`src/rtl/if_stage.sv`:
```
// -----------------------------------------------------------------------------
// if_stage -- instruction-fetch stage of the 8-bit RISC pipeline.
//
// Holds the program counter, requests words from instruction ROM through a
// valid handshake and captures them into the IF/ID register that feeds the
// opcode decoder.  A one-entry skid buffer catches a word that arrives while
// the decoder is stalled, so no instruction is lost or duplicated.  Whenever
// no real instruction is available, IF/ID carries a NOP bubble.
//
// Ports:
//   clk          in   rising-edge clock
//   rst          in   synchronous, active-high reset
//   imem_req     out  fetch request to instruction ROM (registered)
//   imem_addr    out  fetch address, equal to the program counter
//   imem_rdata   in   returned instruction word
//   imem_valid   in   imem_rdata valid for imem_addr; sampled only while imem_req=1
//   stall        in   downstream cannot accept a new instruction
//   redirect     in   taken branch/jump: flush and reload the PC
//   redirect_pc  in   new PC when redirect=1
//   if_id_instr  out  registered instruction to decode
//   if_id_pc     out  PC of if_id_instr
//   if_id_valid  out  1 = real fetched instruction, 0 = bubble
//   opcode       out  top five bits of if_id_instr, straight from the register
// -----------------------------------------------------------------------------
module if_stage #(
    parameter int              ADDR_W     = 8,
    parameter int              INSTR_W    = 16,
    parameter logic [ADDR_W-1:0] RESET_PC = {ADDR_W{1'b0}},
    parameter logic [4:0]      NOP_OPCODE = 5'b00101
) (
    input  logic               clk,
    input  logic               rst,
    output logic               imem_req,
    output logic [ADDR_W-1:0]  imem_addr,
    input  logic [INSTR_W-1:0] imem_rdata,
    input  logic               imem_valid,
    input  logic               stall,
    input  logic               redirect,
    input  logic [ADDR_W-1:0]  redirect_pc,
    output logic [INSTR_W-1:0] if_id_instr,
    output logic [ADDR_W-1:0]  if_id_pc,
    output logic               if_id_valid,
    output logic [4:0]         opcode
);

    localparam logic [INSTR_W-1:0] BUBBLE_WORD = {NOP_OPCODE, {(INSTR_W-5){1'b0}}};
    localparam logic [ADDR_W-1:0]  PC_ONE      = {{(ADDR_W-1){1'b0}}, 1'b1};

    typedef enum logic [0:0] {
        ST_FETCH = 1'b0,
        ST_HOLD  = 1'b1
    } state_t;

    state_t               r_state;
    logic                 r_req;
    logic [ADDR_W-1:0]    r_pc;
    logic [INSTR_W-1:0]   r_skid;
    logic [ADDR_W-1:0]    r_skid_pc;
    logic [INSTR_W-1:0]   r_if_id_instr;
    logic [ADDR_W-1:0]    r_if_id_pc;
    logic                 r_if_id_valid;
    logic                 w_resp;

    // A response only counts while the request is actually on the bus; this
    // also ignores imem_valid in the first cycle after reset, before the
    // registered request has risen.
    assign w_resp = r_req & imem_valid;

    // Fetch FSM, program counter, skid buffer and IF/ID register.
    always_ff @(posedge clk) begin
        if (rst) begin
            r_state       <= ST_FETCH;
            r_req         <= 1'b0;
            r_pc          <= RESET_PC;
            r_skid        <= BUBBLE_WORD;
            r_skid_pc     <= {ADDR_W{1'b0}};
            r_if_id_instr <= BUBBLE_WORD;
            r_if_id_pc    <= {ADDR_W{1'b0}};
            r_if_id_valid <= 1'b0;
        end else if (redirect) begin
            // Flush wins over stall; any response in this cycle belongs to
            // the old path and is dropped together with the skid entry.
            r_state       <= ST_FETCH;
            r_req         <= 1'b1;
            r_pc          <= redirect_pc;
            r_skid        <= BUBBLE_WORD;
            r_skid_pc     <= {ADDR_W{1'b0}};
            r_if_id_instr <= BUBBLE_WORD;
            r_if_id_valid <= 1'b0;
        end else begin
            case (r_state)
                ST_FETCH: begin
                    if (w_resp && !stall) begin
                        r_if_id_instr <= imem_rdata;
                        r_if_id_pc    <= r_pc;
                        r_if_id_valid <= 1'b1;
                        r_pc          <= r_pc + PC_ONE;
                        r_req         <= 1'b1;
                    end else if (w_resp && stall) begin
                        // Park the word; the PC still points at it so the
                        // HOLD release can advance exactly once.
                        r_skid    <= imem_rdata;
                        r_skid_pc <= r_pc;
                        r_state   <= ST_HOLD;
                        r_req     <= 1'b0;
                    end else if (!stall) begin
                        r_if_id_instr <= BUBBLE_WORD;
                        r_if_id_valid <= 1'b0;
                        r_req         <= 1'b1;
                    end else begin
                        r_req <= 1'b1;
                    end
                end
                ST_HOLD: begin
                    if (!stall) begin
                        r_if_id_instr <= r_skid;
                        r_if_id_pc    <= r_skid_pc;
                        r_if_id_valid <= 1'b1;
                        r_pc          <= r_pc + PC_ONE;
                        r_state       <= ST_FETCH;
                        r_req         <= 1'b1;
                    end else begin
                        r_req <= 1'b0;
                    end
                end
                default: begin
                    r_state       <= ST_FETCH;
                    r_req         <= 1'b1;
                    r_if_id_instr <= BUBBLE_WORD;
                    r_if_id_valid <= 1'b0;
                end
            endcase
        end
    end

    assign imem_req    = r_req;
    assign imem_addr   = r_pc;
    assign if_id_instr = r_if_id_instr;
    assign if_id_pc    = r_if_id_pc;
    assign if_id_valid = r_if_id_valid;
    assign opcode      = r_if_id_instr[INSTR_W-1 -: 5];

endmodule

```
`config.mk`:
```
export PLATFORM = sky130hd
export DESIGN_NAME = if_stage
export DESIGN_NICKNAME = d
export VERILOG_FILES = /design/src/rtl/if_stage.sv
export SDC_FILE = /design/constraint.sdc
export NUM_CORES = 1
export LEC_CHECK = 0
export BUFFER_PORTS_ARGS = -buffer_cell sky130_fd_sc_hd__buf_2
export CORE_UTILIZATION = 47
export CTS_CLUSTER_SIZE = 10
export DETAILED_ROUTE_END_ITERATION = 6
export PLACE_DENSITY = 0.87
export SLEW_MARGIN = 20
export SYNTH_ARGS = -nofsm -noshare
export SYNTH_HDL_FRONTEND = slang
export SYNTH_SLANG_ARGS = --single-unit
```
`constraint.sdc`:
```
create_clock -name clk -period 1.6 [get_ports clk]
set_clock_uncertainty 0.1 [all_clocks]
set_input_delay 0.08 -clock clk [delete_from_list [all_inputs] [get_ports clk]]
set_output_delay 0.08 -clock clk [all_outputs]
set_load 0.02 [all_outputs]
```
==> flow_summary_export.csv, run 1 <==
group,metric,value,unit
sta,fin_ws,0.0562,ns
sta,fin_crit_sh,96.5,%
detailed_routing,postRouteAntennaNets,0,
synthesis,avgSynthCellArea,8.54,µm²
power,p_seq_share,49.1,%
placement,place_ws,-0.0923,ns
worst_setup_path,worstPathArrival,1.69,ns
detailed_routing,dr.pass1.iters,5,
synthesis,synth-seq-cells,59,
synthesis,synth-adder-area-share,0.498,%
worst_setup_path,cp.required,1.74,ns
worst_setup_path,cp_slowest_cell,"or4_4",
floorplan,num_rows,26,
synthesis,syn_inst,294,
power,total_power,3.17,mW
clocking,clock_sinks,59,
power,swShare,26.4,%
worst_setup_path,slowest_delay,0.52,ns
worst_setup_path,worstPathCellList,"a21oi_2 > buf_12 > or4_4 > a311oi_2",
synthesis,async_reset_ff_share,0,%
worst_setup_path,path_class,"flop to flop",
synthesis,synth-compound-area-share,19.7,%
synthesis,ys_top_cells_by_count,"dfxtp_1 (59), nand2_1 (52), a21oi_1 (23), nor2_1 (22), nor3_1 (17)",
synthesis,yosysTopAreaCellShare,47.0,%
placement,numPortBuffers,67,
worst_setup_path,ff2ff_setup_slack,0.06,ns
global_routing,grt_first_pass_wirelength,11100,µm
synthesis,synth_area_leader_cell,"dfxtp_1",
sta,hold_ws,0.0432,ns
detailed_routing,first_iter_violations,268,
worst_setup_path,setup.worst_path.end_class,"flop",
synthesis,synth_seq_area_share,47.0,%
synthesis,synth_edf_count,0,
global_routing,antenna_found_initial,0,
run,maxCapViolations,0,
floorplan,fp.dieH,75.1,µm
power,p_clk_share,36.0,%
clocking,cts-root-buf,"clkbuf_8",
clocking,numCtsBuffers,9,
floorplan,die_area,5640,µm²
worst_setup_path,start_kind,"flop",
layout,fillers,440,
detailed_routing,vias,2616,
detailed_routing,drc,0,
sta,finalHoldViolations,0,
power,power_density,938,nW/µm²
sta,finalSetupViolCount,0,
sta,max_freq,648,MHz
clocking,postCtsSetupBuffers,0,
layout,area_growth,34.5,%
synthesis,netlist_area,2510,µm²
sta,drv_slew,0,
clocking,clk_pin_slew,0.06,ns
layout,drive_gt1_share,29.3,%
synthesis,synth_cell_type_count,39,
layout,num_antenna_cells,0,
clocking,clk_path_buf_depth,2,
placement,hpwl,4430,µm
global_routing,grt_pass1_vias,2434,
global_routing,grtUsageTotal,26.6,%
floorplan,io_pins,68,
sta,rsz0062_at_grt,"false",
min_path,hp-class,"input port to flop",
floorplan,initial_utilization,48.9,%
floorplan,core_area,5140,µm²
power,internal_power,2.33,mW
worst_setup_path,worstPathMaxFanout,18,
synthesis,synthSimpleGateAreaFrac,21.4,%
status,status,"finished, final reports clean",
placement,gp_congestion,0.892,
detailed_routing,viasPerCell,5.74,
power,p_leak,1.36,nW
sta,slew_headroom,64.1,%
detailed_routing,wl,7180,µm
sta,worst_pin_slew,0.538,ns
floorplan,die_width,75.1,µm
synthesis,synth_top_family_by_area,"simple AND/OR/NAND/NOR gates",
power,p_comb_share,14.9,%
synthesis,synth_mux_area_share,4.88,%
synthesis,synth_xor_area_share,0,%
clocking,insertion_delay,0.33,ns
clocking,htreeDepth,3,
synthesis,synthTopCellsByArea,"dfxtp_1 (47%), nand2_1 (7.8%), a221oi_1 (4.9%)",
detailed_routing,wl_per_cell,15.8,µm
layout,nets,415,
synthesis,syn-num-nets,324,
synthesis,yosysMostFrequentCell,"dfxtp_1",
power,vdd_drop_max,0.483,mV
synthesis,ys.flop_type,"dfxtp_1",
power,switchingPower,0.835,mW
global_routing,grt_max_degree,29,
clocking,cts_tree,"built",
synthesis,yosysWarnings,0,
sta,finalCriticalPeriod,1.54,ns
global_routing,grt_overflow,0,
power groups by stage:
stage	logic, mW	clock network [mW]	registers, mW
final	0.471	1.14	1.56
after global routing	0.508	1.21	1.56
after CTS	0.460	1.15	1.56
after detailed placement	0.410	0	1.59
after global placement	0.400	0	1.58
after floorplan	0.201	0	1.63
what timing repair did:
item	in CTS	in global routing
gates resized for setup	2	6
hold buffers	24	0
hold endpoints to repair	38	0
pin swaps	1	2
endpoints found under the setup margin	1	2
per-layer routing:
| metal | vias to the layer above | wire, µm | GRT usage (%) |
|---|---|---|---|
| li1 | 1235 | - | - |
| met2 | 127 | 3460 | 42.8 |
| met1 | 1231 | 3030 | 32.4 |
| met4 | 0 | 227 | 17.2 |
| met5 | - | 0 | 0 |
| met3 | 23 | 469 | 5.49 |
sequential cells by signal, summed over array words and instances, names as in the netlist:
signal       cells
if_id_instr     16
r_skid_pc        8
r_skid          16
if_id_pc         8
if_id_valid      1
r_state          1
imem_addr        8
imem_req         1
critical path: cells and delay by family (launching register included):
family | cells | cell delay [ns]
buffers and inverters | 1 | 0.15
AO/OA/AOI/OAI | 2 | 0.32
AND/OR/NAND/NOR | 1 | 0.52
flip-flops | 1 | 0.36
layout by cell type (no fill, tap or decap), types with 2 or more instances in the layout:
cell           count
buf_4             18
nand3b_1           2
nand2_1           52
mux2_2             2
a31oi_1            9
nor3_1            17
a311oi_1           4
nand3_1            6
a221oi_1          14
o31ai_1            3
or3_1              3
buf_12             2
clkbuf_8          11
a211oi_1           8
dlygate4sd3_1     24
buf_2             67
a311oi_2           2
mux2i_1           10
nor2_1            22
dfxtp_1           54
a21oi_1           23
or4_1              4
dfxtp_2            4
o21ai_0            5
metrics by stage:
stage	util, %	setup TNS, ns	instances	cell area, µm²
floorplan	-	0	294	2510
global placement	57.5	0	420	2960
detailed placement	57.5	-0.0923	420	2960
CTS	65.4	0	456	3360
global route	65.7	0	456	3380
finish	65.7	0	456	3380
kinds of logic after synthesis:
group	after synthesis
compound gates	73
fa+ha+maj	1
buf+inv	33
flops	59
mux	12
simple gates	116
worst paths after layout:
kind              cells after the start      endpoint            from
setup / recovery                      4  imem_addr[4]         r_state
hold / removal                        3  imem_addr[4]  redirect_pc[4]
setup reg to reg                      4  imem_addr[4]         r_state
hold reg to reg                       2    r_skid[15]      r_skid[15]
cell type report:
cell class	instances	area (µm²)	share of cell area, %
multi-input cells	202	1190	35.1
inverters	2	7.51	0.222
repair buffers	111	751	22.2
flip-flops and latches	59	1190	35.2
clock buffers	12	155	4.59
well taps	70	87.6	2.59
No activity file was read; power rests on OpenSTA's default activity.
==> inputs of run 2 (changes only) <==
--- a/config.mk
+++ b/config.mk
@@ -10,6 +10,7 @@
 export CTS_CLUSTER_SIZE = 10
 export DETAILED_ROUTE_END_ITERATION = 6
 export PLACE_DENSITY = 0.87
+export SETUP_SLACK_MARGIN = 0.2
 export SLEW_MARGIN = 20
 export SYNTH_ARGS = -nofsm -noshare
 export SYNTH_HDL_FRONTEND = slang
==> flow_summary_export.csv, run 2 (synthesis gave the netlist of run 1 again) <==
group,metric,value,unit
status,status,"finished with violations",
status,violations,"hold timing",
floorplan,io_pins,68,
floorplan,die_width,75.1,µm
sta,max_freq,673,MHz
layout,final_common_cell,"buf_2",
global_routing,grt_first_pass_wirelength,11100,µm
clocking,clk_pin_slew,0.07,ns
floorplan,initial_utilization,48.9,%
clocking,clk_path_buf_depth,2,
sta,drv_slew,0,
global_routing,grt_pass1_vias,2395,
sta,worst_pin_slew,0.531,ns
detailed_routing,first_iter_violations,365,
layout,num_antenna_cells,0,
worst_setup_path,setup.worst_path.end_class,"flop",
global_routing,antenna_found_initial,0,
clocking,cts-root-buf,"clkbuf_8",
layout,area_growth,45.6,%
detailed_routing,wl_per_cell,17.8,µm
worst_setup_path,cp_slowest_cell,"or4_4",
layout,drive_gt1_share,38.4,%
layout,fillers,365,
clocking,insertion_delay,0.35,ns
placement,numPortBuffers,67,
floorplan,die_area,5640,µm²
worst_setup_path,cp.required,1.76,ns
power,power_density,931,nW/µm²
sta,fin_crit_sh,92.8,%
sta,fin_ws,0.115,ns
min_path,hp-class,"input port to flop",
floorplan,fp.dieH,75.1,µm
detailed_routing,vias,2852,
worst_setup_path,worstPathCellList,"ha_4 > nand2b_4 > or4_4 > a311oi_2",
worst_setup_path,slowest_delay,0.49,ns
placement,place_ws,-0.0709,ns
worst_setup_path,path_delay_family,"simple AND/OR/NAND/NOR gates",
worst_setup_path,worstPathMaxFanout,7,
worst_setup_path,path_buf_inv,0,
detailed_routing,postRouteAntennaNets,0,
detailed_routing,wl,8340,µm
clocking,htreeDepth,3,
clocking,numCtsBuffers,9,
layout,area.sequential,1210,µm²
placement,gp_congestion,0.775,
power,vdd_drop_max,0.571,mV
detailed_routing,dr.pass1.iters,5,
layout,nets,423,
placement,hpwl,4260,µm
sta,finalCriticalPeriod,1.49,ns
floorplan,core_area,5140,µm²
clocking,cts_tree,"built",
worst_setup_path,start_kind,"flop",
detailed_routing,viasPerCell,6.09,
layout,final_cell_mix,"buf_2 (68), nand2_1 (51), dfxtp_1 (51)",
worst_setup_path,path_class,"flop to flop",
sta,rsz0062_at_grt,"true",
sta,finalHoldViolations,1,
global_routing,grt_overflow,0,
sta,finalSetupViolCount,0,
global_routing,grt_max_degree,30,
power,total_power,3.40,mW
power,p_leak,1.48,nW
sta,slew_headroom,64.5,%
global_routing,grtUsageTotal,26.6,%
run,maxCapViolations,0,
sta,hold_ws,-0.00687,ns
clocking,clock_sinks,59,
floorplan,num_rows,26,
detailed_routing,drc,0,
layout,multi_input_area,1320,µm²
worst_setup_path,worstPathArrival,1.65,ns
==> run 2: cell types whose count changed in the layout (fill, tap and decap cells not counted), sizes merged <==
cell / change
clkinv: +4
inv: +1
buf: +9
dlygate4sd3: -1
clkbuf: -1
==> run 2: power breakdown <==
part           switching (mW)  leakage (nW)  internal, mW
Clock                   0.621         0.105         0.698
Sequential             0.0493         0.485          1.51
Combinational           0.297         0.894         0.225
==> run 2: worst paths after layout <==
check | from | end | slack [ns] | cells after the start
setup reg to reg | imem_addr[1] | imem_addr[6] | 0.11 | 4
hold reg to reg | r_skid[4] | r_skid[4] | 0.37 | 2
setup / recovery | imem_addr[1] | imem_addr[6] | 0.11 | 4
hold / removal | redirect_pc[5] | imem_addr[5] | -0.007 | 4
==> run 2: final cells by class <==
type | instances | share of cell area [%]
timing repair buffer | 119 | 22.7
clock inverter | 5 | 0.924
sequential | 59 | 33.1
clock buffer | 11 | 4.45
tap | 70 | 2.40
inverter | 2 | 0.205
multi-input combinational | 202 | 36.2
==> run 2: per-layer routing <==
layer / up-vias / global-route usage, % / share of wire [%]
met1: 1336 / 34.1 / 40
met4: 0 / 18.7 / 4.2
li1: 1258 / - / -
met3: 48 / 4.02 / 9.3
met2: 210 / 41.0 / 46
met5: - / 0 / 0
==> run 2: metrics by stage <==
stage	util [%]	instance area (µm²)	cells	TNS, ns
3_5_place_dp	57.3	2940	415	-0.530
6_report	71.1	3660	468	0
4_1_cts	67.9	3490	465	0
2_1_floorplan	-	2550	294	0
3_3_place_gp	57.3	2940	415	0
5_1_grt	71.1	3660	468	0
==> run 2: repair_timing <==
item,CTS,global route
resized for setup,7,37
cloned,0,2
pin swaps,6,8
endpoints found under the hold margin,34,0
buffers inserted,11,1
hold buffers,23,0
endpoints found under the setup margin,28,42
==> run 2: worst min-delay path, cell delays in order <==
cell and delay [ns]:
buf_2 0.08, nand2_1 0.05, a2bb2oi_1 0.13, nand3_2 0.07
